`src/rtl/dram_block_initiator.sv`:
```
// L2-side initiator for the block-to-subblock memory interface: serializes block writes into
// beats and reassembles strobe-tagged read beats into a full block.
module dram_block_initiator #(
   parameter int ADDR_BITS  = 32,
   parameter int BLOCK_BITS = 256,
   parameter int SUBBLOCKS  = 4,
   parameter int SUB_BITS   = BLOCK_BITS / SUBBLOCKS,
   parameter int STRB_BITS  = $clog2(SUBBLOCKS)
) (
   input  logic                  clk,
   input  logic                  reset,
   input  logic                  req_valid,
   output logic                  req_ready,
   input  logic                  req_we,
   input  logic [ADDR_BITS-1:0]  req_addr,
   input  logic [BLOCK_BITS-1:0] req_wdata,
   output logic                  rsp_valid,
   output logic [BLOCK_BITS-1:0] rsp_rdata,
   output logic [ADDR_BITS-1:0]  mem_addr,
   output logic                  mem_en,
   output logic                  mem_we,
   output logic [STRB_BITS-1:0]  mem_din_strobe,
   output logic [SUB_BITS-1:0]   mem_din,
   input  logic [STRB_BITS-1:0]  mem_dout_strobe,
   input  logic [SUB_BITS-1:0]   mem_dout,
   input  logic                  mem_dready,
   input  logic                  mem_accR,
   input  logic                  mem_accW,
   output logic                  protocol_err,
   output logic                  busy
);

   localparam int OFFSET_BITS = $clog2(BLOCK_BITS / 8);
   localparam logic [ADDR_BITS-1:0] OFFSET_MASK = ADDR_BITS'((1 << OFFSET_BITS) - 1);

   typedef enum logic [2:0] {IDLE, WAIT_R, ISSUE_R, RECV, WAIT_W, SEND, RESP} state_t;

   state_t                state_q, state_d;
   logic [ADDR_BITS-1:0]  addr_q, addr_d;
   logic                  we_q, we_d;
   logic [BLOCK_BITS-1:0] wdata_q, wdata_d;
   logic [SUBBLOCKS-1:0]  mask_q, mask_d;
   logic [BLOCK_BITS-1:0] asm_q, asm_d;
   logic [STRB_BITS-1:0]  cnt_q, cnt_d;
   logic                  memEn_q, memEn_d;
   logic                  memWe_q, memWe_d;
   logic [STRB_BITS-1:0]  memStrb_q, memStrb_d;
   logic [SUB_BITS-1:0]   memDin_q, memDin_d;
   logic                  rspValid_q, rspValid_d;
   logic [BLOCK_BITS-1:0] rspData_q, rspData_d;
   logic                  err_q, err_d;

   // Next-state logic; every registered output is derived from the next state so that it
   // lines up exactly with the cycle the FSM spends in the corresponding state.
   always_comb begin
      state_d    = state_q;
      addr_d     = addr_q;
      we_d       = we_q;
      wdata_d    = wdata_q;
      mask_d     = mask_q;
      asm_d      = asm_q;
      cnt_d      = cnt_q;
      err_d      = err_q;
      memEn_d    = 1'b0;
      memWe_d    = 1'b0;
      memStrb_d  = '0;
      memDin_d   = '0;
      rspValid_d = 1'b0;
      rspData_d  = rspData_q;

      case (state_q)
         IDLE: begin
            if (req_valid) begin
               addr_d  = req_addr & ~OFFSET_MASK;
               we_d    = req_we;
               wdata_d = req_wdata;
               mask_d  = '0;
               state_d = req_we ? WAIT_W : WAIT_R;
            end
         end
         WAIT_R: if (mem_accR) state_d = ISSUE_R;
         ISSUE_R: state_d = RECV;
         RECV: begin
            if (mem_dready) begin
               if (mask_q[mem_dout_strobe]) err_d = 1'b1;
               mask_d[mem_dout_strobe] = 1'b1;
               for (int i = 0; i < SUBBLOCKS; i++) begin
                  if (mem_dout_strobe == STRB_BITS'(i)) asm_d[i*SUB_BITS +: SUB_BITS] = mem_dout;
               end
               if (&mask_d) state_d = RESP;
            end
         end
         WAIT_W: begin
            if (mem_accW) begin
               state_d = SEND;
               cnt_d   = '0;
            end
         end
         SEND: begin
            cnt_d = cnt_q + STRB_BITS'(1);
            if (cnt_q == STRB_BITS'(SUBBLOCKS - 1)) state_d = RESP;
         end
         RESP: begin
            state_d = IDLE;
            mask_d  = '0;
         end
         default: state_d = IDLE;
      endcase

      // Beats outside RECV are dropped but flagged.
      if (mem_dready && state_q != RECV) err_d = 1'b1;

      memEn_d = (state_d == ISSUE_R);
      memWe_d = (state_d == SEND);
      if (memWe_d) begin
         memStrb_d = cnt_d;
         for (int i = 0; i < SUBBLOCKS; i++) begin
            if (cnt_d == STRB_BITS'(i)) memDin_d = wdata_d[i*SUB_BITS +: SUB_BITS];
         end
      end
      rspValid_d = (state_d == RESP);
      if (rspValid_d) rspData_d = we_q ? wdata_q : asm_d;
   end

   // State and output registers with synchronous reset.
   always_ff @(posedge clk) begin
      if (reset) begin
         state_q    <= IDLE;
         addr_q     <= '0;
         we_q       <= 1'b0;
         wdata_q    <= '0;
         mask_q     <= '0;
         asm_q      <= '0;
         cnt_q      <= '0;
         memEn_q    <= 1'b0;
         memWe_q    <= 1'b0;
         memStrb_q  <= '0;
         memDin_q   <= '0;
         rspValid_q <= 1'b0;
         rspData_q  <= '0;
         err_q      <= 1'b0;
      end else begin
         state_q    <= state_d;
         addr_q     <= addr_d;
         we_q       <= we_d;
         wdata_q    <= wdata_d;
         mask_q     <= mask_d;
         asm_q      <= asm_d;
         cnt_q      <= cnt_d;
         memEn_q    <= memEn_d;
         memWe_q    <= memWe_d;
         memStrb_q  <= memStrb_d;
         memDin_q   <= memDin_d;
         rspValid_q <= rspValid_d;
         rspData_q  <= rspData_d;
         err_q      <= err_d;
      end
   end

   assign req_ready      = (state_q == IDLE);
   assign busy           = (state_q != IDLE);
   assign mem_addr       = addr_q;
   assign mem_en         = memEn_q;
   assign mem_we         = memWe_q;
   assign mem_din_strobe = memStrb_q;
   assign mem_din        = memDin_q;
   assign rsp_valid      = rspValid_q;
   assign rsp_rdata      = rspData_q;
   assign protocol_err   = err_q;

endmodule
```
`config.mk`:
```
export PLATFORM = sky130hd
export DESIGN_NAME = dram_block_initiator
export DESIGN_NICKNAME = d
export VERILOG_FILES = /design/src/rtl/dram_block_initiator.sv
export SDC_FILE = /design/constraint.sdc
export NUM_CORES = 2
export LEC_CHECK = 0
export BUFFER_PORTS_ARGS = -buffer_cell sky130_fd_sc_hd__buf_2
export CAP_MARGIN = 20
export CORE_MARGIN = 4
export CORE_UTILIZATION = 41
export CTS_BUF_LIST = sky130_fd_sc_hd__clkbuf_4
export DETAILED_ROUTE_END_ITERATION = 16
export HOLD_SLACK_MARGIN = 0.08
export MAX_ROUTING_LAYER = met4
export PLACE_DENSITY = 0.62
export REMOVE_ABC_BUFFERS = 1
export SLEW_MARGIN = 15
export SYNTH_ARGS = -nofsm -noshare
export SYNTH_HDL_FRONTEND = slang
export SYNTH_SLANG_ARGS = --single-unit
```
`constraint.sdc`:
```
create_clock -name clk -period 3.7 [get_ports clk]
set_clock_uncertainty 0.05 [all_clocks]
set_input_delay 0.185 -clock clk [delete_from_list [all_inputs] [get_ports clk]]
set_output_delay 0.185 -clock clk [all_outputs]
set_load 0.02 [all_outputs]
```
==> flow_metrics.env, run 1 <==
export IMPL_postCtsSetupRepairBufs=0
export IMPL_dp_hpwl_um=75600
export IMPL_gp_congestion=0.849
export IMPL_seq_area_frac_synth_pct=49.1
export IMPL_synth_edf_count=0
export IMPL_synth_top_family_by_area="multiplexers"
export IMPL_initial_utilization_pct=41.6
export IMPL_synth_compound_area_share_pct=12.3
export IMPL_h_tree_depth=4
export IMPL_synth_fa_ha_area_share_pct=0.0351
export IMPL_yosys_warnings=0
export IMPL_ctsResizeCount=0
export IMPL_error="[ERROR RSZ-0060] Max buffer count reached."
export IMPL_synth_seq_cells=875
export IMPL_cts_root_buf="clkbuf_4"
export IMPL_synth_ff_type="dfxtp_1"
export IMPL_numCtsBuffers=227
export IMPL_avgSynthCellArea_um2=10.0
export IMPL_synth_area_mux_share_pct=22.5
export IMPL_synthSimpleGateAreaFrac_pct=9.55
export IMPL_synth_xor_area_share_pct=0
export IMPL_status="aborted with a tool error"
export IMPL_dieWidth_um=303
export IMPL_clock_path_buffers=3
export IMPL_syn_inst=3564
export IMPL_place_ws_ns=0.903
export IMPL_cts_hold_buf=1125
export IMPL_cts_sinks=875
export IMPL_stop_stage="clock tree synthesis (4_1_cts)"
export IMPL_die_height_um=303
export IMPL_ios=721
export IMPL_row_count=107
export IMPL_synth_area_mm2=0.0357
export IMPL_synthArstFlopShare_pct=0
export IMPL_yosysUniqueCellTypes=45
export IMPL_portBuffers=710
-- synthesized netlist by cell type, types with 2 or more instances --
library cell | number | area share (%)
o21ai_0 | 2 | 0.028
dfxtp_1 | 875 | 49
buf_2 | 91 | 1.3
nand2b_1 | 5 | 0.088
mux2i_1 | 512 | 14
o31a_1 | 2 | 0.049
buf_1 | 3 | 0.032
clkbuf_1 | 158 | 1.7
nand4b_1 | 3 | 0.074
a21oi_1 | 290 | 4.1
a22o_1 | 320 | 7.9
nand2_1 | 578 | 6.1
buf_6 | 13 | 0.41
nor3_1 | 2 | 0.028
nor2_1 | 267 | 2.8
buf_4 | 21 | 0.44
inv_2 | 2 | 0.021
nor2_4 | 3 | 0.095
a31oi_1 | 2 | 0.035
mux4_2 | 129 | 8.1
inv_1 | 259 | 2.7
o21a_1 | 4 | 0.084
-- metrics by stage --
step	std cells	util, %	setup TNS, ns	cell area (µm²)
3_5_place_dp	5226	47.1	0	40400
3_3_place_gp	5226	47.1	0	40400
2_1_floorplan	3282	-	-3998.42	34300
-- kinds of logic after synthesis --
group                      after synthesis
DFF                                    875
and+or+nand+nor                        873
muxes                                  641
AOI/OAI and AO/OA                      626
buffers and inverters                  547
adders and majority gates                1
other                                    1
==> run 2, diff against run 1 <==
- CORE_UTILIZATION: 41 -> 26
- CTS_BUF_LIST: sky130_fd_sc_hd__clkbuf_4 -> not set
- HOLD_SLACK_MARGIN: 0.08 -> not set
- MAX_ROUTING_LAYER: met4 -> not set
- PLACE_DENSITY: 0.62 -> not set
- PLACE_DENSITY_LB_ADDON: not set -> 0.15
==> run 2 against run 1 <==
  * The flow now finishes without violations
  * Synthesized cell count did not move
  * Synthesized area did not move
==> flow_metrics.env, run 2 <==
export IMPL_syn_inst=3564
export IMPL_postCtsSetupRepairBufs=0
export IMPL_cts_tree="built"
export IMPL_mostFrequentLayoutCells="dfxtp_1, buf_2, nand2_1"
export IMPL_cap_violations=0
export IMPL_yosys_warnings=0
export IMPL_fin_util_pct=35.8
export IMPL_viasPerCell=4.55
export IMPL_grt_pass1_vias=29700
export IMPL_cts_hold_buf=380
export IMPL_clock_path_buffers=3
export IMPL_drt_iter0_markers=1398
export IMPL_grt_use_met3_pct=4.56
export IMPL_status="finished clean"
export IMPL_core_mm2=0.136
export IMPL_cp_required_ns=4.30
export IMPL_clk_pin_slew_ns=0.06
export IMPL_crit_arrival_ns=3.63
export IMPL_dieWidth_um=379
export IMPL_rr_endpoint="mem_addr[14]"
export IMPL_synthTopCellsByArea="dfxtp_1, mux2i_1, mux4_2"
export IMPL_hold_start="req_valid"
export IMPL_ir_drop_mv=0.336
export IMPL_clock_latency_ns=0.71
export IMPL_area_delta_synth_final_pct=36.2
export IMPL_synth_top_area_share_pct=49.1
export IMPL_criticalPathCategory="flip-flop to flip-flop"
export IMPL_drtAntennaViolNets=0
export IMPL_drc_errors=0
export IMPL_antenna_found_initial=10
export IMPL_whs_endpoint="state_q[2]"
export IMPL_synth_most_common_cell="dfxtp_1"
export IMPL_ctsResizeCount=0
export IMPL_busiest_layer="met2"
export IMPL_met2_usage_pct=29.1
export IMPL_fin_tns_setup_ns=0
export IMPL_final_common_cell="dfxtp_1"
export IMPL_min_period_ns=3.04
export IMPL_drive_above_1_share_pct=23.8
export IMPL_grt_use_met1_pct=23.1
export IMPL_endpoint_kind="flip-flop"
export IMPL_slew_headroom_pct=28.1
export IMPL_row_count=135
export IMPL_synth_area_mm2=0.0357
export IMPL_cts_sinks=875
export IMPL_die_height_um=379
export IMPL_finalHoldViolCount=0
export IMPL_fmax_ghz=0.329
export IMPL_dr_pass1_iters=7
export IMPL_synth_edf_count=0
export IMPL_fp_dieArea_mm2=0.143
export IMPL_fin_crit_sh_pct=82.1
export IMPL_portBuffers=710
export IMPL_grt_pass1_wl_um=194000
export IMPL_whs_ns=0.113
export IMPL_r2r_cells=8
export IMPL_p_per_area_mw_per_mm2=473
export IMPL_synth_ff_type="dfxtp_1"
export IMPL_yosysUniqueCellTypes=45
export IMPL_dp_hpwl_um=86300
export IMPL_whs_path_depth=4
export IMPL_seq_area_frac_synth_pct=49.1
export IMPL_gp_congestion=0.765
export IMPL_avgSynthCellArea_um2=10.0
export IMPL_p_leak_nw=20.1
export IMPL_nets=4932
export IMPL_cp_max_fo=44
export IMPL_yosysTopAreaCell="dfxtp_1"
export IMPL_synthArstFlopShare_pct=0
export IMPL_synth_seq_cells=875
export IMPL_grt_overflow=0
export IMPL_synth_commonest_cells="dfxtp_1, nand2_1, mux2i_1"
export IMPL_rsz0062_at_grt="false"
export IMPL_reg2reg_slack_ns=0.66
export IMPL_grt_usage_pct=17.8
export IMPL_initial_utilization_pct=26.3
export IMPL_critPathLaunchType="flip-flop"
export IMPL_cts_root_buf="clkbuf_16"
export IMPL_numCtsBuffers=104
export IMPL_h_tree_depth=3
export IMPL_rr_startpoint="state_q[1]"
export IMPL_grt_start_max_net_pins=185
export IMPL_vias=29300
export IMPL_wl_per_cell_um=20.4
export IMPL_hold_class="primary input to flip-flop"
export IMPL_wl_um=131000
export IMPL_slew_viol_final=0
export IMPL_worst_slew_pin_slew_ns=1.08
export IMPL_ios=721
export IMPL_setup_viol=0
-- run 2: kinds of logic (layout without fill, tap and decap cells) --
family	Yosys count	count (layout)	share of synthesized area [%]
flip-flops	875	875	49.1
multiplexers	641	641	22.5
buffers and inverters	547	1634	6.57
adder cells (fa/ha/maj)	1	1	0.0350
AND/OR/NAND/NOR	873	873	9.55
AO/OA/AOI/OAI	626	626	12.3
other	1	12	0.0105
-- run 2: worst max-delay path by stage --
stage | endpoint | start
floorplan | mem_din[0] | state_q[1]
global route | mem_addr[14] | state_q[1]
detailed placement | mem_din[4] | state_q[2]
global placement | mem_din[8] | state_q[1]
CTS | mem_addr[14] | state_q[1]
finish | mem_addr[14] | state_q[1]
-- run 2: metrics by stage --
step	instance area (µm²)	power (mW)	instances	setup slack, ns
after floorplan	34300	12.1	3282	-8.23
after global placement	41400	12.6	5865	0.929
after detailed placement	41400	12.6	5865	0.897
after CTS	48600	23.4	6436	0.710
after global routing	48600	24.0	6440	0.483
final	48600	23.0	6443	0.662
-- run 2: worst max-delay path, cell delays in order (launching register included) --
cell and delay [ns]:
dfxtp_1 0.48, nor2_1 0.35, and3_4 0.28, buf_12 0.27, buf_4 0.32, buf_4 0.26, nand2_1 0.13, a21oi_1 0.16
dlygate4sd3_1 0.57
-- run 2: layer usage --
metal  vias to the layer above  routed length, µm
li1                      14300                  -
met1                     14100              58900
met2                       714              61100
met5                         -                 21
met3                       182               7900
met4                         4               3340
-- run 2: area by class of cell --
| type | count | area [µm²] |
|---|---|---|
| fill | 13900 | 87300 |
| clock buffer | 169 | 3190 |
| timing repair buffer | 1182 | 8530 |
| sequential | 875 | 17500 |
| clock inverter | 22 | 253 |
| multi-input combinational | 2146 | 15900 |
| tap | 1781 | 2230 |
| antenna | 7 | 17.5 |
| inverter | 261 | 980 |
-- run 2: power breakdown --
group          leakage [nW]  internal (mW)  switching [mW]
clock                  1.68           5.97            4.28
combinational          11.3           1.32            1.47
sequential             7.09           9.72           0.227
total                  20.1           17.0            5.98
Power figures use the tool's default switching activity.
